**src/rtl/mod3_pkg.sv**
```systemverilog
`default_nettype none
// ----------------------------------------------------------------------------
// mod3_pkg : residue encodings and 2-bit modulo-3 arithmetic helpers
// Rev 1.0  : initial release
// ----------------------------------------------------------------------------
package mod3_pkg;

  localparam logic [1:0] RES_ZERO = 2'b00;
  localparam logic [1:0] RES_ONE  = 2'b01;
  localparam logic [1:0] RES_TWO  = 2'b10;
  localparam logic [1:0] RES_NEG1 = 2'b11;

  function automatic int num_nib(input int w);
    return (w + 3) / 4;
  endfunction

  // 16 == 1 (mod 3), so a nibble's residue adds directly into the total.
  function automatic logic [1:0] nib_res(input logic [3:0] n);
    case (n)
      4'd0, 4'd3, 4'd6, 4'd9, 4'd12, 4'd15: return RES_ZERO;
      4'd1, 4'd4, 4'd7, 4'd10, 4'd13:       return RES_ONE;
      default:                              return RES_TWO;
    endcase
  endfunction

  function automatic logic [1:0] res_add(input logic [1:0] a, input logic [1:0] b);
    logic [2:0] s;
    s = {1'b0, a} + {1'b0, b};
    if (s >= 3'd3) s = s - 3'd3;
    return s[1:0];
  endfunction

  function automatic logic [1:0] res_sub(input logic [1:0] a, input logic [1:0] b);
    logic [1:0] nb;
    nb = (b == RES_ZERO) ? RES_ZERO : (2'd3 - b);
    return res_add(a, nb);
  endfunction

  // 2^W mod 3: 1 for even W, 2 for odd W.
  function automatic logic [1:0] msb_corr(input int w);
    return (w % 2 == 0) ? RES_ONE : RES_TWO;
  endfunction

  function automatic logic [1:0] res_encode(input logic [1:0] r, input logic centered);
    return (centered && r == RES_TWO) ? RES_NEG1 : r;
  endfunction

endpackage
`default_nettype wire

```
**src/rtl/mod3_lane.sv**
```systemverilog
`default_nettype none
// ----------------------------------------------------------------------------
// mod3_lane : combinational per-lane nibble reduction and residue combine tree
// Rev 1.0   : initial release
// ----------------------------------------------------------------------------
module mod3_lane
  import mod3_pkg::*;
#(
  parameter int W = 16
) (
  input  logic [W-1:0]               data_i,
  input  logic                       signed_i,
  output logic [2*((W+3)/4)-1:0]     parts_o,
  output logic [1:0]                 corr_o,
  input  logic [2*((W+3)/4)-1:0]     parts_i,
  input  logic [1:0]                 corr_i,
  input  logic                       centered_i,
  output logic [1:0]                 res_o
);

  localparam int NNIB = num_nib(W);

  always_comb begin : p_nibbles
    logic [4*NNIB-1:0] ext;
    ext          = '0;
    ext[W-1:0]   = data_i;
    parts_o      = '0;
    for (int n = 0; n < NNIB; n++) begin
      parts_o[2*n +: 2] = nib_res(ext[4*n +: 4]);
    end
  end

  assign corr_o = (signed_i && data_i[W-1]) ? msb_corr(W) : RES_ZERO;

  // Heap-ordered tree: leaves at NNIB..2*NNIB-1, root at index 1.
  always_comb begin : p_tree
    logic [1:0] node [1:2*NNIB-1];
    for (int i = 1; i < 2*NNIB; i++) node[i] = RES_ZERO;
    for (int n = 0; n < NNIB; n++) node[NNIB+n] = parts_i[2*n +: 2];
    for (int i = NNIB - 1; i >= 1; i--) node[i] = res_add(node[2*i], node[2*i+1]);
    res_o = res_encode(res_sub(node[1], corr_i), centered_i);
  end

endmodule
`default_nettype wire

```
**src/rtl/mod3_reduce_pipe.sv**
```systemverilog
`default_nettype none
// ----------------------------------------------------------------------------
// mod3_reduce_pipe : two-stage valid/ready pipeline reducing LANES coefficients mod 3
// Rev 1.0          : initial release
// ----------------------------------------------------------------------------
module mod3_reduce_pipe
  import mod3_pkg::*;
#(
  parameter int W     = 16,
  parameter int LANES = 4
) (
  input  logic                 clk,
  input  logic                 rst,
  input  logic                 in_valid,
  output logic                 in_ready,
  input  logic [LANES*W-1:0]   in_data,
  input  logic                 in_signed,
  input  logic                 in_centered,
  output logic                 out_valid,
  input  logic                 out_ready,
  output logic [2*LANES-1:0]   out_res
);

  localparam int NNIB = num_nib(W);
  localparam int PW   = 2 * NNIB;

  logic                  s1_valid_q,    s1_valid_d;
  logic [LANES*PW-1:0]   s1_parts_q,    s1_parts_d;
  logic [2*LANES-1:0]    s1_corr_q,     s1_corr_d;
  logic                  s1_centered_q, s1_centered_d;
  logic                  s2_valid_q,    s2_valid_d;
  logic [2*LANES-1:0]    s2_res_q,      s2_res_d;

  logic [LANES*PW-1:0]   lane_parts;
  logic [2*LANES-1:0]    lane_corr;
  logic [2*LANES-1:0]    lane_res;
  logic                  s2_adv, s2_load, s1_adv, in_acc;

  for (genvar k = 0; k < LANES; k++) begin : g_lane
    mod3_lane #(.W(W)) u_lane (
      .data_i     (in_data[k*W +: W]),
      .signed_i   (in_signed),
      .parts_o    (lane_parts[k*PW +: PW]),
      .corr_o     (lane_corr[2*k +: 2]),
      .parts_i    (s1_parts_q[k*PW +: PW]),
      .corr_i     (s1_corr_q[2*k +: 2]),
      .centered_i (s1_centered_q),
      .res_o      (lane_res[2*k +: 2])
    );
  end

  // in_ready depends only on stage state and out_ready, never on in_valid.
  assign s2_adv   = s2_valid_q & out_ready;
  assign s2_load  = ~s2_valid_q | s2_adv;
  assign s1_adv   = s1_valid_q & s2_load;
  assign in_ready = ~s1_valid_q | s1_adv;
  assign in_acc   = in_valid & in_ready;

  always_comb begin
    s1_valid_d    = in_ready ? in_valid : s1_valid_q;
    s1_parts_d    = in_acc ? lane_parts  : s1_parts_q;
    s1_corr_d     = in_acc ? lane_corr   : s1_corr_q;
    s1_centered_d = in_acc ? in_centered : s1_centered_q;
    s2_valid_d    = s2_load ? s1_valid_q : s2_valid_q;
    s2_res_d      = s1_adv ? lane_res : s2_res_q;
  end

  always_ff @(posedge clk or posedge rst) begin
    if (rst) begin
      s1_valid_q    <= 1'b0;
      s1_parts_q    <= '0;
      s1_corr_q     <= '0;
      s1_centered_q <= 1'b0;
      s2_valid_q    <= 1'b0;
      s2_res_q      <= '0;
    end else begin
      s1_valid_q    <= s1_valid_d;
      s1_parts_q    <= s1_parts_d;
      s1_corr_q     <= s1_corr_d;
      s1_centered_q <= s1_centered_d;
      s2_valid_q    <= s2_valid_d;
      s2_res_q      <= s2_res_d;
    end
  end

  assign out_valid = s2_valid_q;
  assign out_res   = s2_valid_q ? s2_res_q : '0;

endmodule
`default_nettype wire
```
**config.mk**
```make
export PLATFORM = sky130hd
export DESIGN_NAME = mod3_reduce_pipe
export DESIGN_NICKNAME = d
export VERILOG_FILES = /design/src/rtl/mod3_pkg.sv /design/src/rtl/mod3_lane.sv /design/src/rtl/mod3_reduce_pipe.sv
export SDC_FILE = /design/constraint.sdc
export NUM_CORES = 1
export LEC_CHECK = 0
export ABC_CLOCK_PERIOD_IN_PS = 9100
export CAP_MARGIN = 40
export CORE_UTILIZATION = 55
export CTS_BUF_LIST = sky130_fd_sc_hd__clkbuf_16
export DETAILED_ROUTE_END_ITERATION = 10
export PLACE_DENSITY = 0.92
export SETUP_SLACK_MARGIN = 0.15
export SLEW_MARGIN = 20
export SYNTH_ARGS = -nofsm -noshare
export SYNTH_HDL_FRONTEND = slang
export SYNTH_SLANG_ARGS = --single-unit
export TNS_END_PERCENT = 20
```
**constraint.sdc**
```tcl
create_clock -name clk -period 9.1 [get_ports clk]
set_input_delay 1.365 -clock clk [delete_from_list [all_inputs] [get_ports clk]]
set_output_delay 1.365 -clock clk [all_outputs]
set_load 0.03 [all_outputs]
```
==> metrics.txt <==
WL final=8554 um; diode count=0; largest net degree at the start of global routing=47; number of setup buffers added after CTS=0; Crit path required time=9.28 ns; hold buffer count at CTS=0; Fin Setup TNS=0 ns; clock sink count=47; unique cell type count in the Yosys netlist=33; post-layout total power=1.745 mW; post-DR vias/cell=5.314; worst-case vdd ir drop=198.2 uV; leading cell type in the layout, fill and taps excluded=clkdlybuf4s50_1; vias in the first global route=3784; layer with the highest usage after global routing=met2; overall die height=91.61 um; number of rows created at floorplan=32; post-route core utilization=0.7115; Buffers on Ports=79; final setup violation count=0; largest stage delay on the critical path=0.52 ns; ratio of total power to cell area=317.5 nW/um2; Worst R2R Setup Slack=4.71 ns; number of enable-type register cells in the synthesized netlist=0; RSZ-0062 raised after global routing=no; synthesized netlist net count=658; Worst Setup End Kind=flip-flop; top cell family by delay on the critical path=adder cells; category of the critical setup timing path=reg2reg; RePlAce Congestion=0.7839; met2 GRT Util=0.4073; number of nets still failing antenna checks after routing=0; clock tree from TritonCTS=yes; GRT Overall Usage=0.2177; sequential area share after synthesis=0.2663; placeable core region=7727 um2; most prevalent standard cell on the critical path=ha_1; part of the power in the clock network=0.135; DP Wirelength=7032 um; combinational fraction of design power=0.701; detailed-route wire length per cell=12.31 um; largest clock skew in the final design=0.009154 ns; average footprint of a synthesized cell=8.626 um2; fraction of layout instances using a drive strength above 1=0.05734; non-filler instance count after layout=695; GR Layer Usage met3=0.03068; global-route wire length before repair=15010 um; fin crit period=4.393 ns; clock latency on the worst-skew pair=0.29 ns; Initial Utilization=0.5716; WP buf/inv=2; number of slew-limit violations in the final report=0; switching power summed over all nets=732.8 uW; DRT iter0 DRCs=85; Remaining Overflow, GRT=0; post-placement cell count=687; number of gates on the worst path with buffers counted=16; peak fanout along the critical path=3; worst-case clock buffer depth=2; Top Ports=80; post-cts resize count=0; number of register bits inferred by synthesis=47; Slew @ Worst Pin=0.5318 ns; synth-to-layout area growth=24.48%; remaining design rule violation count=0; Worst Reg-to-Reg Cells=16; register share of total power=0.164; filler cell count in the final layout=571; f_max=227.6 MHz; Post-Syn Area=4417 um2; internal power of the cells=1.013 mW; routed via count=3693; Crit path arrival time=4.57 ns; most frequent cells in the layout=clkdlybuf4s50_1 (79), inv_1 (72), nand2_1 (64); overall die area=8392 um2; H-tree levels=2; fraction of power spent switching nets=0.4198; Synth async-reset ratio=1.000; library cell contributing the largest single delay on the critical path=fa_1; Setup Slack @ Placement=4.757 ns; Worst Setup Start Kind=flip-flop; fin crit share=0.4828; root buffer selected by CTS=clkbuf_16; horizontal die dimension=91.61 um; primary flip-flop cell chosen by synthesis mapping=dfrtp_1; synthesized instance count=512; met1 track utilization from global routing=0.2434; number of iterations in the first detailed-routing pass=4; clock-pin slew on the worst setup and hold paths=0.07 ns; number of antenna violations at the first check in global routing=0; hold depth=2; final setup margin=4.707 ns; final net count=738; cell-by-cell listing of the critical path=ha_1 > fa_1 > ha_1 > or3_1 > a21oi_1 > ha_1 > inv_1 > fa_1 > inv_1 > ha_1 > nor2b_1 > mux2_2 > fa_1 > nand2_1 > o21ai_0 > mux2_4; result of the run=finished clean; clock buffer count from CTS=5; Yosys warning total=0; maximum capacitance violations=0; hold violation total from the final report=0; worst-case headroom to the max-slew limit=0.6442; class of the most critical hold timing path=reg2reg; static leakage=2.562 nW
-- path summary, 6_finish.rpt --
check / startpoint / to
hold / removal: s1_parts_q[23]$_DFFE_PP0P_ / s1_parts_q[23]$_DFFE_PP0P_
min in group asynchronous: rst / s1_parts_q[28]$_DFFE_PP0P_
max in group asynchronous: rst / s1_corr_q[4]$_DFFE_PP0P_
setup / recovery: s1_parts_q[6]$_DFFE_PP0P_ / s2_res_q[1]$_DFFE_PP0P_
hold reg to reg: s1_parts_q[23]$_DFFE_PP0P_ / s1_parts_q[23]$_DFFE_PP0P_
setup reg to reg: s1_parts_q[6]$_DFFE_PP0P_ / s2_res_q[1]$_DFFE_PP0P_
-- flip-flops by register name, indices dropped and copies added, names as in the netlist --
name / count
out_valid: 1
s1_centered_q: 1
s1_corr_q: 4
s1_parts_q: 32
s1_valid_q: 1
s2_res_q: 8
-- cell type report --
type                       instances  area, um2  area share
clock buffer                       5      125.1     0.02276
clock inverter                     3      67.56     0.01229
inverter                          73      274.0     0.04984
multi-input combinational        384       2897      0.5269
sequential                        47       1176      0.2139
tap                              102      127.6     0.02321
timing repair buffer              81      830.8      0.1511
-- tightest hold or removal path: stages (launching register included) --
cell and delay, ns:
dfrtp_1 0.34, nand2_1 0.04, o21ai_0 0.06
-- metal layers --
metal / wire length, um / up-vias
met3: 271 / 22
met4: 256 / 0
met1: 3538 / 1712
met2: 4488 / 87
li1: - / 1872
met5: 0 / -
-- logic make-up (layout without fill, tap and decap cells) --
group / after synthesis / count (layout) / share of synthesized area
compound gates: 109 / 109 / 0.1363
buf+inv: 81 / 162 / 0.07790
mux: 28 / 28 / 0.07111
flops: 47 / 47 / 0.2663
simple gates: 156 / 156 / 0.1762
xor+xnor: 15 / 15 / 0.02975
fa+ha+maj: 76 / 76 / 0.2425
-- power groups by stage --
stage / logic [mW] / clock network, mW / registers [mW]
after global placement: 1.10 / 0 / 0.287
after detailed placement: 1.20 / 0 / 0.290
after CTS: 1.23 / 0.240 / 0.286
after global routing: 1.39 / 0.248 / 0.292
final: 1.22 / 0.236 / 0.286
after floorplan: 0.941 / 0 / 0.280
-- through the flow --
| step | area [um2] | hold WS [ns] |
|---|---|---|
| after floorplan | 4417 | 0.4474 |
| after global placement | 5265 | 0.4642 |
| after detailed placement | 5305 | 0.4734 |
| after CTS | 5498 | 0.4878 |
| after global routing | 5498 | 0.5040 |
| final | 5498 | 0.4816 |
-- cells in the mapped netlist (13+ instances only) --
cell type	number	area, um2
inv_1	73	274.0
mux2_2	19	214.0
nand3b_1	15	112.6
fa_1	16	320.3
a21oi_1	24	120.1
nor2_1	17	63.81
xnor2_1	14	122.6
nand3_1	13	65.06
nand2_1	64	240.2
ha_1	60	750.7
nand2b_1	21	131.4
dfrtp_1	47	1176
o21ai_0	61	305.3
(Power assumes the default switching activity.)
